### src/rtl/sec_tick_timekeeper_pkg.sv
// Shared timekeeping constants, field widths and FSM encoding.
package sec_tick_timekeeper_pkg;
  localparam int HOUR_W  = 5;
  localparam int MIN_W   = 6;
  localparam int SEC_W   = 6;
  localparam int SEC_MAX = 59;
  localparam int MIN_MAX = 59;

  typedef enum logic [1:0] {IDLE_RUN, APPLY, REJECT} state_t;

  typedef struct packed {
    logic [HOUR_W-1:0] hour;
    logic [MIN_W-1:0]  minute;
    logic [SEC_W-1:0]  second;
  } hms_t;
endpackage

### src/rtl/sec_tick_timekeeper_sync_rise_detect.sv
// Multi-flop synchroniser followed by an edge register; one-cycle rise strobe.
module sync_rise_detect #(
  parameter int STAGES = 2
) (
  input  logic clk,
  input  logic rst_n,
  input  logic din,
  output logic rise
);
  logic [STAGES-1:0] sync_q;
  logic              prev_q;

  always_ff @(posedge clk or negedge rst_n) begin
    if (!rst_n) begin
      sync_q <= '0;
      prev_q <= 1'b0;
    end else begin
      sync_q <= {sync_q[STAGES-2:0], din};
      prev_q <= sync_q[STAGES-1];
    end
  end

  assign rise = sync_q[STAGES-1] & ~prev_q;
endmodule

### src/rtl/sec_tick_timekeeper.sv
// Wall-clock hh:mm:ss driven by a 1 Hz square wave, with glitch guard and set handshake.
module sec_tick_timekeeper
  import sec_tick_timekeeper_pkg::*;
#(
  parameter int SYNC_STAGES = 2,
  parameter int HOUR_WRAP   = 24,
  parameter int EDGE_GUARD  = 1000
) (
  input  logic              clk,
  input  logic              rst_n,
  input  logic              sec_clk_in,
  input  logic              hold,
  input  logic              set_valid,
  output logic              set_ready,
  input  logic [HOUR_W-1:0] set_hour,
  input  logic [MIN_W-1:0]  set_min,
  input  logic [SEC_W-1:0]  set_sec,
  output logic              set_err,
  output logic [HOUR_W-1:0] hour,
  output logic [MIN_W-1:0]  minute,
  output logic [SEC_W-1:0]  second,
  output logic              sec_pulse,
  output logic              day_pulse,
  output logic [7:0]        dropped_cnt
);
  localparam int GW = $clog2(EDGE_GUARD + 1);
  localparam logic [HOUR_W-1:0] HOUR_LAST = HOUR_W'(HOUR_WRAP - 1);
  localparam logic [MIN_W-1:0]  MIN_LAST  = MIN_W'(MIN_MAX);
  localparam logic [SEC_W-1:0]  SEC_LAST  = SEC_W'(SEC_MAX);

  state_t         state, state_nxt;
  logic           run_q;
  logic           rise, edge_ok, edge_glitch;
  logic [GW-1:0]  guard_q;
  logic           handshake, in_range, advance, hold_drop, wrap;
  hms_t           latched_q, tnow, tinc;

  sync_rise_detect #(.STAGES(SYNC_STAGES)) u_sync (
    .clk  (clk),
    .rst_n(rst_n),
    .din  (sec_clk_in),
    .rise (rise)
  );

  assign edge_ok     = rise & (guard_q == '0);
  assign edge_glitch = rise & (guard_q != '0);
  assign handshake   = set_valid & set_ready;
  assign in_range    = (set_hour <= HOUR_LAST) && (set_min <= MIN_LAST) && (set_sec <= SEC_LAST);
  // A set in progress (or just accepted) swallows the edge without counting it as dropped.
  assign advance     = (state == IDLE_RUN) & edge_ok & ~hold & ~handshake;
  assign hold_drop   = (state == IDLE_RUN) & edge_ok & hold & ~handshake;
  assign tnow        = '{hour: hour, minute: minute, second: second};
  assign wrap        = (second == SEC_LAST) && (minute == MIN_LAST) && (hour == HOUR_LAST);

  always_comb begin
    tinc = tnow;
    if (second == SEC_LAST) begin
      tinc.second = '0;
      if (minute == MIN_LAST) begin
        tinc.minute = '0;
        tinc.hour   = (hour == HOUR_LAST) ? '0 : hour + 1'b1;
      end else begin
        tinc.minute = minute + 1'b1;
      end
    end else begin
      tinc.second = second + 1'b1;
    end
  end

  always_ff @(posedge clk or negedge rst_n) begin
    if (!rst_n) state <= IDLE_RUN;
    else        state <= state_nxt;
  end

  always_comb begin
    state_nxt = IDLE_RUN;
    if (state == IDLE_RUN && handshake) state_nxt = in_range ? APPLY : REJECT;
  end

  always_comb begin
    set_ready = run_q && (state == IDLE_RUN);
    set_err   = (state == REJECT);
  end

  always_ff @(posedge clk or negedge rst_n) begin
    if (!rst_n) begin
      run_q       <= 1'b0;
      guard_q     <= '0;
      latched_q   <= '0;
      hour        <= '0;
      minute      <= '0;
      second      <= '0;
      sec_pulse   <= 1'b0;
      day_pulse   <= 1'b0;
      dropped_cnt <= '0;
    end else begin
      run_q     <= 1'b1;
      sec_pulse <= advance;
      day_pulse <= advance & wrap;
      if (edge_ok)              guard_q <= GW'(EDGE_GUARD);
      else if (guard_q != '0)   guard_q <= guard_q - 1'b1;
      if (handshake && in_range) latched_q <= '{hour: set_hour, minute: set_min, second: set_sec};
      if (state == APPLY) begin
        hour   <= latched_q.hour;
        minute <= latched_q.minute;
        second <= latched_q.second;
      end else if (advance) begin
        hour   <= tinc.hour;
        minute <= tinc.minute;
        second <= tinc.second;
      end
      if ((edge_glitch || hold_drop) && dropped_cnt != 8'hFF) dropped_cnt <= dropped_cnt + 1'b1;
    end
  end
endmodule

### config.mk
export PLATFORM = sky130hd
export DESIGN_NAME = sec_tick_timekeeper
export DESIGN_NICKNAME = d
export VERILOG_FILES = /design/src/rtl/sec_tick_timekeeper_pkg.sv /design/src/rtl/sec_tick_timekeeper_sync_rise_detect.sv /design/src/rtl/sec_tick_timekeeper.sv
export SDC_FILE = /design/constraint.sdc
export NUM_CORES = 1
export LEC_CHECK = 0
export BUFFER_PORTS_ARGS = -buffer_cell sky130_fd_sc_hd__buf_2
export CAP_MARGIN = 20
export CORE_MARGIN = 4
export CORE_UTILIZATION = 45
export DETAILED_ROUTE_END_ITERATION = 10
export GPL_ROUTABILITY_DRIVEN = 0
export PLACE_DENSITY = 0.69
export SKIP_LAST_GASP = 1
export SLEW_MARGIN = 10
export SYNTH_ARGS = -nofsm -noshare
export SYNTH_HDL_FRONTEND = slang
export SYNTH_HIERARCHICAL = 1
export SYNTH_SLANG_ARGS = --single-unit
export TNS_END_PERCENT = 10
### constraint.sdc
create_clock -name clk -period 2.7 [get_ports clk]
set_input_delay 0.54 -clock clk [delete_from_list [all_inputs] [get_ports clk]]
set_output_delay 0.54 -clock clk [all_outputs]
set_load 0.01 [all_outputs]
# Yosys cells after proc, flatten, opt, wreduce, memory -nomap -nowiden

Index checks and enable logic that the tools add are counted.

Add/sub/neg operators: 5
Bitwise gates (word level): 13
Equal/unequal tests: 6
Reductions and logical operators: 18
Multiplexer cells: 15
Magnitude comparators: 3

Operator list:

| kind                    | count |
|---|---|
| $mux W6                 | 6 |
| $mux W10                | 2 |
| $mux W5                 | 4 |
| $add A6 B1 Y6 const B   | 2 |
| $eq A6 B6 Y1 const B    | 2 |
| $le A6 B6 Y1 const B    | 2 |
| $mux W11                | 1 |
| $and A1 B1 Y1           | 10 |
| $logic_not A10 Y1       | 1 |
| $reduce_bool A10 Y1     | 1 |
| $sub A10 B1 Y10 const B | 1 |
| $add A8 B1 Y8 const B   | 1 |
| $logic_and A1 B1 Y1     | 8 |
| $ne A8 B8 Y1 const B    | 1 |
| $reduce_bool A2 Y1      | 4 |
| $add A5 B1 Y5 const B   | 1 |
| $eq A5 B5 Y1 const B    | 1 |
| $le A5 B5 Y1 const B    | 1 |
| $mux W2                 | 2 |
| $not A1 Y1              | 3 |
| $reduce_and A3 Y1       | 1 |
| $eq A2 B1 Y1 const B    | 1 |
| $eq A2 B2 Y1 const B    | 1 |
| $logic_not A2 Y1        | 1 |
| 2 further kinds         | 2 |

Input bits: 22
Logic and storage cells: 74
Register bits: 60
Output and inout port bits: 29

# Longest topological paths before layout

Gate-level depths: netlist of run 1.

Word-level depth: 8
Mapped depth: 9

# By module

Netlist of run 1, hierarchy kept.

Modules (own cells, without submodules):

| module              | cells an instance | times used | area an instance (um^2) |
|---|---|---|---|
| sec_tick_timekeeper | 270               | 1          | 2803.9 |
| sync_rise_detect    | 4                 | 1          | 88.8 |

# Worst setup path before layout of run 1

No wires, ideal clock.

Path kind: input-to-reg
Start: in hold
End: reg hour[4]
Cell stages on the path: 7
Data required time: 2.618 ns
Buffers on the path: 1
Arrival time: 2.481 ns
Setup slack: 0.137 ns
Path through: or4b_1 -> or4_4 -> buf_6 -> clkinv_8 -> nand3_4 -> or4b_1 -> a31oi_1

Cells in the longest elaborated chain, start to end: 5

Ends and longest elaborated chain:

| element                             | RTL line                   | source |
|---|---|---|
| from (decl)                         | sec_tick_timekeeper.sv:12  | `input logic hold,` |
| $not A1 Y1                          | sec_tick_timekeeper.sv:50  | `assign advance = (state == IDLE_RUN) & edge_ok & ~hold & ~handshake;` |
| $and A1 B1 Y1 (2 in series)         | sec_tick_timekeeper.sv:50  |  |
| named net advance                   | sec_tick_timekeeper.sv:35  | `logic handshake, in_range, advance, hold_drop, wrap;` |
| $reduce_bool A2 Y1 (no source line) | -                          |  |
| $reduce_and A3 Y1 (no source line)  | -                          |  |
| to (signal assigned)                | sec_tick_timekeeper.sv:104 | `hour <= latched_q.hour;` |
| to (signal assigned)                | sec_tick_timekeeper.sv:108 | `hour <= tinc.hour;` |
| to (decl)                           | sec_tick_timekeeper.sv:19  | `output logic [HOUR_W-1:0] hour,` |

The timed path passes the listed nets, and every way through them passes these cells.
A chain may end at the register's enable or synchronous reset.

# Worst setup path after layout of run 1

Start: reg guard_q[0]
End: reg hour[4]

Cells in the longest elaborated chain, start to end: 7

Ends and longest elaborated chain:

| element                             | RTL line                   | source |
|---|---|---|
| from (decl)                         | sec_tick_timekeeper.sv:34  | `logic [GW-1:0] guard_q;` |
| from (signal assigned)              | sec_tick_timekeeper.sv:100 | `if (edge_ok) guard_q <= GW'(EDGE_GUARD);` |
| from (signal assigned)              | sec_tick_timekeeper.sv:101 | `else if (guard_q != '0) guard_q <= guard_q - 1'b1;` |
| $logic_not A10 Y1                   | sec_tick_timekeeper.sv:45  | `assign edge_ok = rise & (guard_q == '0);` |
| $and A1 B1 Y1                       | sec_tick_timekeeper.sv:45  |  |
| $and A1 B1 Y1 (3 in series)         | sec_tick_timekeeper.sv:50  |  |
| named net advance                   | sec_tick_timekeeper.sv:35  |  |
| $reduce_bool A2 Y1 (no source line) | -                          |  |
| $reduce_and A3 Y1 (no source line)  | -                          |  |

The timed path passes the listed nets, and every way through them passes these cells.

==> results of run 1 <==
-- sequential cells by signal, indices dropped and copies added (netlist names) --
| register | count |
|---|---|
| latched_q | 17 |
| guard_q | 10 |
| dropped_cnt | 8 |
| minute | 6 |
| second | 6 |
| hour | 5 |
| state | 2 |
| u_sync/sync_q | 2 |
| day_pulse | 1 |
| run_q | 1 |
| sec_pulse | 1 |
| u_sync/prev_q | 1 |
-- power groups by stage --
| stage | logic (mW) | registers, mW | clock network, mW |
|---|---|---|---|
| after global routing | 0.924 | 1.52 | 0.968 |
| after floorplan | 0.502 | 1.46 | 0 |
| after global placement | 0.796 | 1.46 | 0 |
| after detailed placement | 0.818 | 1.48 | 0 |
| final | 0.809 | 1.47 | 0.899 |
| after CTS | 0.823 | 1.47 | 0.927 |
-- stage by stage --
step,hold slack (ns),worst slack [ns],cells
6_report,0.245,0.0964,412
4_1_cts,0.262,0.111,412
5_1_grt,0.282,0.0318,412
2_1_floorplan,0.244,0.137,274
3_3_place_gp,0.334,0.0816,396
3_5_place_dp,0.339,0.0308,396
-- critical path, stage by stage, from the launching register on --
cell      delay, ns
dfrtp_1        0.41
inv_1          0.10
ha_1           0.18
or3b_2         0.46
or4_4          0.55
clkinv_8       0.09
nand3_4        0.06
or4b_1         0.50
a31oi_1        0.17
-- synthesized netlist by cell type, drive strengths merged, types with 3 or more instances --
cell type | number | area (um^2)
dfrtp | 60 | 1500
nor2 | 27 | 101
mux2 | 19 | 214
nand2 | 19 | 71.3
o21ai | 17 | 85.1
a21oi | 16 | 80.1
nand3 | 13 | 77.6
nand4 | 9 | 56.3
and3 | 8 | 50.1
clkbuf | 8 | 30.0
a31oi | 7 | 43.8
ha | 6 | 75.1
mux2i | 6 | 60.1
nor2b | 5 | 38.8
or3 | 5 | 31.3
xnor2 | 5 | 43.8
nor3 | 4 | 20.0
or4 | 4 | 37.5
and2 | 3 | 18.8
inv | 3 | 11.3
nor3b | 3 | 22.5
nor4 | 3 | 18.8
-- placed cells by master (no fill, tap or decap), types with 3 or more instances in the layout --
cell,n
dfrtp_1,60
nor2_1,27
a21oi_1,16
mux2i_1,6
and2_1,3
nand4_1,9
nor4_1,3
nor2b_1,4
buf_2,50
nand3_1,12
o21ai_0,17
clkbuf_8,9
mux2_2,19
nand2_1,19
nor3b_1,3
inv_1,3
and3_1,8
xnor2_1,5
ha_1,6
a31oi_1,7
nor3_1,4
clkinv_4,3
buf_4,6
or3_1,5
-- final cells by class --
class,count,area [um^2],area share (%)
Inverter,4,27.5,0.791
Multi-Input combinational cell,200,1320,37.9
Sequential cell,60,1500,43.1
Tap cell,75,93.8,2.69
Clock inverter,7,101,2.91
Clock buffer,9,124,3.56
Timing Repair Buffer,57,315,9.05
-- per-layer routing --
layer,track usage [%],vias up
li1,-,1118
met1,22.1,1108
met2,28.8,40
met3,5.17,5
met4,7.97,0
met5,0,-
-- cells by family after synthesis --
family	share of synthesized area (%)
and+or+nand+nor	20.9
DFF	51.9
AOI/OAI and AO/OA	10.3
muxes	9.47
buffers and inverters	2.51
xor gates and xnor gates	2.12
adders and majority gates	2.60
other	0.130
-- path summary, 6_finish.rpt --
kind	depth (start not counted)	endpoint	slack, ns	from
max	8	hour[4]	0.1	guard_q[0]
min	1	latched_q[10]	0.25	rst_n
max reg2reg	8	hour[4]	0.1	guard_q[0]
min reg2reg	0	u_sync/sync_q[1]	0.35	u_sync/sync_q[0]
max in group asynchronous	2	guard_q[3]	1.86	rst_n
min in group clk	1	u_sync/sync_q[0]	0.30	sec_clk_in
==> reports/summary.txt, run 1 <==
Post-CTS Setup Inserts = 0
CP max FO = 10
CP endpoint kind = register
met3 routed WL = 294 um
placed cell area = 3260 um^2
routed metal-1 wirelength = 2750 um
first-pass GRT wire length = 10,600 um
Post-synth EDFFs = 0
net switching power of the design = 1.09 mW
Worst-Margin Slew = 0.820 ns
Core Region = 6060 um^2
Via-to-Cell Ratio = 5.51
Reg power frac = 46.3%
layout cell share with drive strength beyond 1 = 29.1%
Leakage = 1.59 nW
Port Buffer Count = 50
Area Growth Syn to Fin = 20.4%
Final ANT Viol Nets = 0
final hold vios = 0
Critical Path AT = 2.86 ns
Die ar. = 7770 um^2
finished layout cell area = 3480 um^2
WL met2 = 2980 um
clock tree buffer depth = 2
Filler cells = 534
CTS tree = done
Net Count, Synth = 302
final wirelength = 6110 um
H-Tree Depth = 3
die width = 88.2 um
Root Driver = clkbuf_8
io pins = 51
RSZ-0062 raised after global routing = no
Final Total Pwr = 3.18 mW
HP Class = input port to async pin
Synth Flop Type = dfrtp_1
clk slew on worst S/H paths = 0.07 ns
final clock period utilization by the worst path = 96.4%
max-slew violation count = 0
required time of the critical path = 2.96 ns
P_int = 2.09 mW
max-cap viol count = 0
gr ovfl total = 0
largest net degree at the start of global routing = 32
Resize count post-CTS = 0
GRT Total Usage = 17.8%
Setup Total Neg Slack = 0 ns
Top Metal Used = met4
switching share of power = 34.3%
Core Util, Final = 57.5%
Clk network pwr share = 28.3%
post-synthesis cell type count = 45
# setup viols final = 0
Clock Skew = 0.00643 ns
startpoint type of the worst setup path = register
row count = 28
Seq/Total Area, Yosys = 51.9%
syn_area_per_cell = 10.6 um^2
Slew HR = 45.4%
HPWL after DPL = 4370 um
Peak VDD IR = 0.000485 V
DR WL/cell = 14.8 um
Initial Utilization = 47.7%
DR vias = 2,271
async set-reset flop share out of synthesis = 100%
post-layout min period = 2.60 ns
Iteration-0 DRC Markers = 96
CTS Sinks = 60
DRT Pass-1 Iters = 5
initial antenna violation count = 0
f_max = 384 MHz
vias in the first global route = 2,282
Setup CP Type = register to register
Logic pwr share = 25.4%
Remaining DRCs = 0
outcome = finished clean
PD cells = 913 nW/um^2
clk_lat worst skew = 0.34 ns
Seq cells post-synth = 60
# nets final = 360
Netlist Area Pre-Place = 2890 um^2
quantity of hold-fixing buffers added after cts = 0
Die Ht = 88.2 um
synth warn = 6
Inserted Clock Buffers = 9
post-synthesis cell count = 274
ant diodes = 0
No activity file was read; power rests on OpenSTA's default activity.
==> inputs of run 2 (changes only) <==
- REMOVE_ABC_BUFFERS: default -> 1
==> reports/summary.txt, run 2 (synthesized netlist as in run 1, its figures left out) <==
Resize count post-CTS = 0
gr ovfl total = 0
Setup CP Type = register to register
Final ANT Viol Nets = 0
FF-to-FF Start = guard_q[0]
HP Class = input port to async pin
Remaining DRCs = 0
max reg flops = 17
Core Region = 6060 um^2
worst reg-to-reg path cell count = 8
Worst-Margin Slew = 0.829 ns
CP peak stage delay = 0.50 ns
largest registers = latched_q x17, guard_q x10, dropped_cnt x8
startpoint type of the worst setup path = register
DRT Pass-1 Iters = 4
clk_lat worst skew = 0.33 ns
die width = 88.2 um
DR vias = 2,271
required time of the critical path = 2.95 ns
Die Ht = 88.2 um
CTS tree = done
commonest non-fill, non-tap cell in the layout = dfrtp_1
ant diodes = 0
Filler cells = 537
Port Buffer Count = 50
R2R Path End = hour[4]
RSZ-0062 raised after global routing = no
DR WL/cell = 14.4 um
final wirelength = 5930 um
quantity of hold-fixing buffers added after cts = 0
layout cell share with drive strength beyond 1 = 29.1%
R2R Setup Slk = 0.17 ns
Setup Total Neg Slack = 0 ns
final hold vios = 0
H-Tree Depth = 3
Iteration-0 DRC Markers = 89
Setup WS post-layout = 0.169 ns
CTS Sinks = 60
GRT Total Usage = 16.8%
Critical Path AT = 2.78 ns
f_max = 395 MHz
# setup viols final = 0
Initial Utilization = 47.7%
Via-to-Cell Ratio = 5.51
Slew HR = 44.7%
# nets final = 362
io pins = 51
row count = 28
Leakage = 1.58 nW
Inserted Clock Buffers = 9
outcome = finished clean
Root Driver = clkbuf_8
Cell Chain, Critical Path = inv_1 -> ha_1 -> or3b_2 -> or4_4 -> clkinv_8 -> nand3_4 -> or4b_1 -> a31oi_1
PD cells = 867 nW/um^2
Die ar. = 7770 um^2
largest register by flop count = latched_q
Area Growth Syn to Fin = 18.7%
first-pass GRT wire length = 10,000 um
final clock period utilization by the worst path = 93.7%
Clock Skew = 0.0106 ns
largest net degree at the start of global routing = 28
CP endpoint kind = register
max-slew violation count = 0
max-cap viol count = 0
initial antenna violation count = 0
vias in the first global route = 2,126
HPWL after DPL = 4420 um
Peak VDD IR = 0.000385 V
clk slew on worst S/H paths = 0.07 ns
post-layout min period = 2.53 ns
CP max FO = 10
clock tree buffer depth = 2
CP max-delay cell = or4b_1
most frequent cells in the layout = dfrtp_1 (60), buf_2 (50), nor2_1 (27), nand2_1 (19), mux2_2 (19)
worst setup slack after placement = 0.0308 ns
Post-CTS Setup Inserts = 0
-- run 2: layer usage --
| layer | vias to the layer above | track usage, % | wire length [um] |
|---|---|---|---|
| met1 | 1093 | 22.2 | 2760 |
| met2 | 46 | 26.0 | 2770 |
| met5 | - | 0 | 0 |
| li1 | 1120 | - | - |
| met4 | 0 | 7.83 | 123 |
| met3 | 12 | 3.95 | 281 |
-- run 2: final cells by class --
type                       instances  area, um^2  area share [%]
sequential                        60        1500            43.7
timing repair buffer              59         318            9.25
tap                               75        93.8            2.73
inverter                           4        27.5           0.801
clock buffer                      12         165            4.81
multi-input combinational        200        1320            38.4
clock inverter                     2        10.0           0.291
-- run 2: stage by stage --
step | hold slack, ns | area (um^2) | utilization (%) | instances | power [mW]
4_1_cts | 0.232 | 3430 | 56.7 | 412 | 3.02
2_1_floorplan | 0.244 | 2850 | - | 264 | 1.96
5_1_grt | 0.253 | 3430 | 56.7 | 412 | 3.22
3_3_place_gp | 0.332 | 3260 | 53.8 | 398 | 2.26
6_report | 0.217 | 3430 | 56.7 | 412 | 2.98
3_5_place_dp | 0.336 | 3260 | 53.8 | 398 | 2.29
-- run 2: how the worst max path moves through the flow --
stage | startpoint | end | slack [ns]
2_1_floorplan | hold | hour[4] | 0.17
3_3_place_gp | hold | hour[4] | 0.09
3_5_place_dp | hold | hour[4] | 0.03
4_1_cts | guard_q[0] | hour[4] | 0.1
5_1_grt | guard_q[0] | hour[4] | 0.06
6_report | guard_q[0] | hour[4] | 0.17
-- run 2: power by group --
| group | internal (mW) | total, mW | switching, mW |
|---|---|---|---|
| clock network | 0.394 | 0.709 | 0.315 |
| logic | 0.399 | 0.813 | 0.414 |
| registers | 1.17 | 1.46 | 0.287 |
| total | 1.96 | 2.98 | 1.02 |
-- run 2: critical path, delay by kind of cell, from the launching register on --
family,cells,cell delay (ns)
compound gates,1,0.16
fa+ha+maj,1,0.18
buf+inv,2,0.21
flops,1,0.40
simple gates,4,1.50
